$ cat config.mk
export PLATFORM = sky130hd
export DESIGN_NAME = writeback_arbiter
export DESIGN_NICKNAME = d
export VERILOG_FILES = /design/src/rtl/writeback_arbiter.sv
export SDC_FILE = /design/constraint.sdc
export NUM_CORES = 1
export LEC_CHECK = 0
export CAP_MARGIN = 10
export CORE_ASPECT_RATIO = 1.1
export CORE_MARGIN = 2
export CORE_UTILIZATION = 28
export DETAILED_ROUTE_END_ITERATION = 12
export PLACE_DENSITY = 0.81
export RECOVER_POWER = 25
export SYNTH_ARGS = -nofsm -noshare
export SYNTH_HDL_FRONTEND = slang
export SYNTH_SLANG_ARGS = --single-unit
$ cat constraint.sdc
create_clock -name clk -period 2.1 [get_ports clk]
set_clock_uncertainty 0.2 [all_clocks]
set_input_delay 0.42 -clock clk [delete_from_list [all_inputs] [get_ports clk]]
set_output_delay 0.42 -clock clk [all_outputs]
set_load 0.1 [all_outputs]
$ cat src/rtl/writeback_arbiter.sv
// writeback_arbiter
//
// Round-robin arbiter that merges the result streams of several functional-unit
// pipes onto a single register-file write port, and records which pipe
// completed into a one-entry completion register for a downstream consumer.
//
// Parameters
//   p_num_pipes  number of result pipes (2..8)
//   p_num_regs   architectural registers; address width is clog2(p_num_regs)
//   p_data_bits  result data width
//
// Ports
//   clk             clock, all state updates on the rising edge
//   rst             synchronous, active-high reset
//   pipe_val        per-pipe "result present"
//   pipe_rdy        per-pipe "result accepted this cycle" (one-hot or zero)
//   pipe_waddr      per-pipe destination register, pipe i at [i*AW +: AW]
//   pipe_wdata      per-pipe result value, pipe i at [i*DW +: DW]
//   pipe_wen        per-pipe "result writes a register"
//   waddr/wdata/wen register-file write port, driven in the grant cycle
//   complete_val    completion record valid (registered)
//   complete_rdy    downstream consumes the completion record
//   complete_pipe   index of the pipe the record came from
//   complete_waddr  destination register of the completed result
//   complete_wen    write flag of the completed result

module writeback_arbiter #(
    parameter int p_num_pipes = 4,
    parameter int p_num_regs  = 32,
    parameter int p_data_bits = 32
) (
    input  logic                                          clk,
    input  logic                                          rst,
    input  logic [p_num_pipes-1:0]                        pipe_val,
    output logic [p_num_pipes-1:0]                        pipe_rdy,
    input  logic [p_num_pipes*$clog2(p_num_regs)-1:0]     pipe_waddr,
    input  logic [p_num_pipes*p_data_bits-1:0]            pipe_wdata,
    input  logic [p_num_pipes-1:0]                        pipe_wen,
    output logic [$clog2(p_num_regs)-1:0]                 waddr,
    output logic [p_data_bits-1:0]                        wdata,
    output logic                                          wen,
    output logic                                          complete_val,
    input  logic                                          complete_rdy,
    output logic [$clog2(p_num_pipes)-1:0]                complete_pipe,
    output logic [$clog2(p_num_regs)-1:0]                 complete_waddr,
    output logic                                          complete_wen
);

    localparam int AW = $clog2(p_num_regs);
    localparam int DW = p_data_bits;
    localparam int PW = $clog2(p_num_pipes);

    logic [PW-1:0] ptr;
    logic [PW-1:0] grant_idx;
    logic [PW:0]   cand;
    logic          any_val;
    logic          can_accept;
    logic          grant;

    // The completion slot is free if empty, or if its record leaves this
    // cycle; the latter lets the slot drain and refill on the same edge.
    assign can_accept = !complete_val || complete_rdy;
    assign grant      = !rst && can_accept && any_val;

    // Search ptr, ptr+1, ... with wrap; the first valid pipe wins. cand is one
    // bit wider than ptr so ptr+k never overflows before the wrap correction.
    always_comb begin
        any_val   = 1'b0;
        grant_idx = '0;
        cand      = '0;
        for (int k = 0; k < p_num_pipes; k++) begin
            cand = {1'b0, ptr} + (PW+1)'(k);
            if (cand >= (PW+1)'(p_num_pipes)) begin
                cand = cand - (PW+1)'(p_num_pipes);
            end
            if (!any_val && pipe_val[cand[PW-1:0]]) begin
                any_val   = 1'b1;
                grant_idx = cand[PW-1:0];
            end
        end
    end

    // Grant side: ready is asserted only on the winner, and the write port
    // forwards the winner's result in the same cycle. Zeroed when idle so the
    // register file never sees stale addresses or data.
    always_comb begin
        pipe_rdy = '0;
        wen      = 1'b0;
        waddr    = '0;
        wdata    = '0;
        if (grant) begin
            pipe_rdy[grant_idx] = 1'b1;
            wen                 = pipe_wen[grant_idx];
            waddr               = pipe_waddr[grant_idx*AW +: AW];
            wdata               = pipe_wdata[grant_idx*DW +: DW];
        end
    end

    // Pointer moves to one past the winner, so the winner has lowest priority
    // next time; a grant overwrites the completion slot (the old record, if
    // any, is being consumed this cycle), otherwise a consumed record clears.
    always_ff @(posedge clk) begin
        if (rst) begin
            ptr            <= '0;
            complete_val   <= 1'b0;
            complete_pipe  <= '0;
            complete_waddr <= '0;
            complete_wen   <= 1'b0;
        end else if (grant) begin
            ptr            <= (grant_idx == PW'(p_num_pipes-1)) ? '0 : grant_idx + 1'b1;
            complete_val   <= 1'b1;
            complete_pipe  <= grant_idx;
            complete_waddr <= pipe_waddr[grant_idx*AW +: AW];
            complete_wen   <= pipe_wen[grant_idx];
        end else if (complete_rdy) begin
            complete_val   <= 1'b0;
        end
    end

endmodule

; ---- Word level (Yosys, flattened, before mapping)
; Cells that the tools add are included.
; Widths: inputs -> output; s select.
[op_classes]
reduce_logical = 13
shift = 2
n_lt_le_gt_ge = 10
eq_ne = 1
n_mux = 31
multipliers = 1
n_addsub = 8
[ops]
columns = cell, count
row1 = $shiftx 128x8->32, 1
row2 = $mux 32, 1
row3 = $shiftx 20x6->5, 1
row4 = $mux 2, 9
row5 = $lt 2x3->1 const B, 5
row6 = $mux 1, 13
row7 = $bmux 1 s2, 5
row8 = $ge 3x3->1 const B, 3
row9 = $sub 2x1->2 const B, 4
row10 = $add 2x2->3 const B, 2
row11 = $logic_and 1x1->1, 6
row12 = $logic_not 1->1, 5
row13 = $mul 2x3->5 const B, 1
row14 = $mux 5, 1
row15 = $mux 4, 1
row16 = $add 2x1->3 const B, 1
row17 = $ge 2x3->1 const B, 1
row18 = $add 2x1->2 const B, 1
row19 = $demux 1 s2, 1
row20 = $eq 2x2->1 const B, 1
row21 = $ge 2x1->1 const B, 1
row22 = $reduce_bool 2->1, 1
row23 = $logic_or 1x1->1, 1
[word_totals]
word_cells = 71
out_inout_bits = 51
in_bits = 159
register_bits = 11

; ---- Depth between registers and ports, before layout
[logic_depth]
ltp_word = 19
depth_mapped = 8
mapped_depth_nobuf = 7

; ---- Least setup slack after synthesis
; OpenSTA, ideal clock, no wires.
[synth_timing]
path_type = register to output
from = reg complete_val
to = out wdata[0]
slack_ps = -2374
n_path_buf = 2
t_arrival_ps = 3854
path_stages_with_launch = 6
required_ps = 1480
cell_sequence = dfxtp_1 nor2b_1 or3_1 buf_2 buf_2 a311oi_1
[synth_between]
elab_chain_len = 5
[synth_rtl]
columns = element, line
row1 = "start, declared", 42  ; output logic complete_val,
row2 = "start signal, assigned", 105  ; complete_val <= 1'b0;
row3 = "start signal, assigned", 111  ; complete_val <= 1'b1;
row4 = "start signal, assigned", 116  ; complete_val <= 1'b0;
row5 = $logic_not 1->1, 62  ; assign can_accept = !complete_val || complete_rdy;
row6 = $logic_or 1x1->1, 62
row7 = $logic_and 1x1->1 (2 in series), 63  ; assign grant = !rst && can_accept && any_val;
row8 = $mux 32, 91  ; if (grant) begin
row9 = "end, declared", 40  ; output logic [p_data_bits-1:0] wdata,
; Every way passes these cells.

; ---- Final worst setup path
[layout_timing]
from = in pipe_val[1]
to = out wdata[3]
[layout_between]
elab_chain_len = 14
elab_cells_between_ends = 25
cone_classes = shift: 1 / mux: 17 / reduce/logical: 7
[layout_rtl]
columns = element, line
row1 = "start, declared", 34  ; input logic [p_num_pipes-1:0] pipe_val,
row2 = $bmux 1 s2, 76  ; if (!any_val && pipe_val[cand[PW-1:0]]) begin
row3 = $mux 1 (implied by the code), 76
row4 = $mux 1, 76
row5 = $logic_not 1->1, 76
row6 = $logic_and 1x1->1, 76
row7 = $mux 1, 76
row8 = $logic_not 1->1, 76
row9 = $logic_and 1x1->1, 76
row10 = $mux 1, 76
row11 = $logic_not 1->1, 76
row12 = $logic_and 1x1->1, 76
row13 = $mux 2 / $mux 1 (equally long branches), 76
row14 = $shiftx 128x8->32 / $logic_and 1x1->1 (equally long branches), "95, 63"
row15 = $mux 32 *, 91
; Mark *: on every way between the ends. The rest lies on a longest branch, timed or not. The select of a mux whose other input is x is not followed.

==> results <==
[where the power goes]
group          internal (mW)  switching, mW  leakage, nW
Combinational           2.37           3.09         2.43
Clock                  0.133         0.0790       0.0228
Sequential             0.260         0.0510       0.0927
Total                   2.76           3.22         2.54
[sequential cells by signal, indices dropped and copies added (netlist names)]
| signal | cells |
|---|---|
| complete_waddr | 5 |
| complete_wen | 1 |
| ptr | 2 |
| complete_val | 1 |
| complete_pipe | 2 |
[repair_timing]
action                     CTS  global route
cloned                       8             0
resized for setup          105            38
buffers inserted            25             7
setup endpoints to repair   51            48
pin swaps                   42            33
[cells in the mapped netlist, types with 5 or more instances]
cell type  instances
nand2_1           70
buf_2             11
a211oi_1          12
a311oi_2          29
buf_6             10
o221ai_1           6
mux2i_1           12
nand3b_1           9
a211oi_2          20
o22ai_1            6
and3_1            32
and2_1             5
dfxtp_1           11
clkbuf_1           8
[worst max-delay path by stage]
stage | slack [ns] | end | from
final | -0.68 | wdata[3] | pipe_val[1]
after global routing | -0.75 | wdata[2] | pipe_val[1]
after CTS | -0.63 | waddr[3] | ptr[0]
after detailed placement | -1.05 | wen | pipe_val[0]
after global placement | -0.94 | wdata[11] | pipe_val[2]
after floorplan | -0.71 | wdata[22] | pipe_val[0]
[per-layer routing]
| layer | track usage | part of all wire | wire length, um |
|---|---|---|---|
| met1 | 0.3180 | 0.36 | 4944 |
| met2 | 0.5712 | 0.55 | 7646 |
| met3 | 0.05947 | 0.056 | 775 |
| met4 | 0.1056 | 0.038 | 534 |
| met5 | 0 | 0 | 0 |
[kinds of logic (layout without fill, tap and decap cells)]
kind of cell,Yosys count,count (layout)
AOI/OAI and AO/OA,83,85
adders and majority gates,4,4
buffers and inverters,37,300
DFF,11,11
muxes,12,12
and+or+nand+nor,126,126
[critical path, stage by stage]
cell and delay, ns:
buf_2 0.13, nand2b_4 0.17, o221ai_4 0.24, nand2_4 0.10
buf_6 0.14, clkinv_8 0.05, buf_12 0.11, buf_12 0.16
nand2_4 0.06, a311oi_4 0.34, buf_12 0.22
[through the flow]
stage | setup slack (ns) | cell area, um2 | std cells
2_1_floorplan | -0.7144 | 2885 | 273
3_3_place_gp | -0.9379 | 5872 | 612
3_5_place_dp | -1.051 | 5872 | 612
4_1_cts | -0.6274 | 6753 | 646
5_1_grt | -0.7477 | 6878 | 646
6_report | -0.6775 | 6878 | 646
[cell type report]
cell class                 count  area share
multi-input combinational    227      0.4173
tap                          108     0.01965
sequential                    11     0.03329
clock buffer                   4    0.006549
timing repair buffer         291      0.5186
inverter                       5    0.004548
==> impl_metrics.env <==
export IMPL_cts_root_buf="clkbuf_8"
export IMPL_multi_input_area_um2=2870
export IMPL_grt_ovfl_total=0
export IMPL_synth_fa_ha_area_frac=0.02247
export IMPL_holdCritPathClass="flop to flop"
export IMPL_timing_final_ws_setup_ns=-0.6775
export IMPL_worstSetupStartpointType="input port"
export IMPL_synthSimpleGateAreaFrac=0.2854
export IMPL_critical_path_required_ns=1.48
export IMPL_final_core_util=0.8787
export IMPL_drv_cap=0
export IMPL_seqCellArea_um2=229.0
export IMPL_setup_tns_final_ns=-25.03
export IMPL_rsz0062_at_grt="true"
export IMPL_yosys_top_cells_area="a311oi_2 20%, nand2_1 12%, a211oi_2 11%, dfxtp_1 9.9%, and3_1 9.0%"
export IMPL_netlist_top_cell_by_area="a311oi_2"
export IMPL_track_usage=0.3015
export IMPL_slew_headroom=0.6302
export IMPL_synth_edf_count=0
export IMPL_yosys_most_used_dff="dfxtp_1"
export IMPL_final_common_cell="clkdlybuf4s50_1"
export IMPL_die_w_um=89.04
export IMPL_power_density_nw_per_um2=869.7
export IMPL_grt_pass1_vias=3902
export IMPL_grt_max_degree=27
export IMPL_synth_seq_area_share=0.09888
export IMPL_critPathKind="input port to output port"
export IMPL_gp_congestion=0.8252
export IMPL_synth_area_um2=2227
export IMPL_drive_gt1_frac=0.5409
export IMPL_synth_compound_gate_area_share=0.4309
export IMPL_rows=34
export IMPL_n_antenna_cell=0
export IMPL_cts_tree="done"
export IMPL_critPathArrivalTime_ns=2.16
export IMPL_finalWirelength_um=13900
export IMPL_antenna_found_initial=0
export IMPL_whs_endpoint="complete_pipe[0]"
export IMPL_postSynth_asyncResetShare=0
export IMPL_worst_setup_path_end_kind="output port"
export IMPL_synthMuxAreaShare=0.05393
export IMPL_drc_errors=0
export IMPL_wl_per_cell_um=21.52
export IMPL_rrSetupSlack_ns=-0.06
export IMPL_start_util=0.2845
export IMPL_h_tree_depth=1
export IMPL_finalSetupViolCount=46
export IMPL_synth_xor_area_share=0
export IMPL_fin_crit_ns=2.777
export IMPL_p_total_mw=5.982
export IMPL_place_hpwl_um=8771
export IMPL_holdCritStartpoint="complete_pipe[0]"
export IMPL_drv_slew=0
export IMPL_numCtsBuffers=3
export IMPL_clk_path_buf_depth=2
export IMPL_hold_viol=0
export IMPL_postRouteAntennaNets=0
export IMPL_synth_warnings=0
export IMPL_cts_sinks=11
export IMPL_synth_top_area_frac=0.1955
export IMPL_peakVddDrop_uv=831.9
export IMPL_final_nets=702
export IMPL_leakagePower_nw=2.544
export IMPL_cts_hold_buf=0
export IMPL_drtPass1Iterations=4
export IMPL_routed_via_density=5.364
export IMPL_status="complete, but fails checks"
export IMPL_avgSynthCellArea_um2=8.158
export IMPL_fin_crit_sh=1.323
export IMPL_hold_slack_ns=0.2956
export IMPL_drtIter0Drc=77
export IMPL_worstMarginPinSlew_ns=0.5571
export IMPL_path_max_fanout=8
export IMPL_max_clock_freq_mhz=360.0
export IMPL_r2r_cells=11
export IMPL_fp_dieH_um=97.54
export IMPL_mostFrequentLayoutCells="152 x clkdlybuf4s50_1, 68 x buf_12, 50 x buf_4"
export IMPL_die_area_um2=8684
export IMPL_synth_distinct_cells=35
export IMPL_timing_rr_start="ptr[0]"
export IMPL_area_growth_pct=208.8
export IMPL_ioPinCount=210
export IMPL_clkTransAtPathRegs_ns=0.05
export IMPL_fill_cells=351
export IMPL_hold_path_depth=2
export IMPL_synthCells=273
export IMPL_synth_top_family_by_area="compound AO/OA/AOI/OAI gates"
export IMPL_violations="negative setup slack"
export IMPL_ys_ff_latch=11
export IMPL_core_area_um2=7828
export IMPL_io_buffers=209
export IMPL_synth_nets=436
export IMPL_r2r_end="complete_wen"
export IMPL_vias=3465
export IMPL_clkLatencyLatePin_ns=0.24
export IMPL_grt_pass1_wl_um=20590
(Power assumes the default switching activity.)
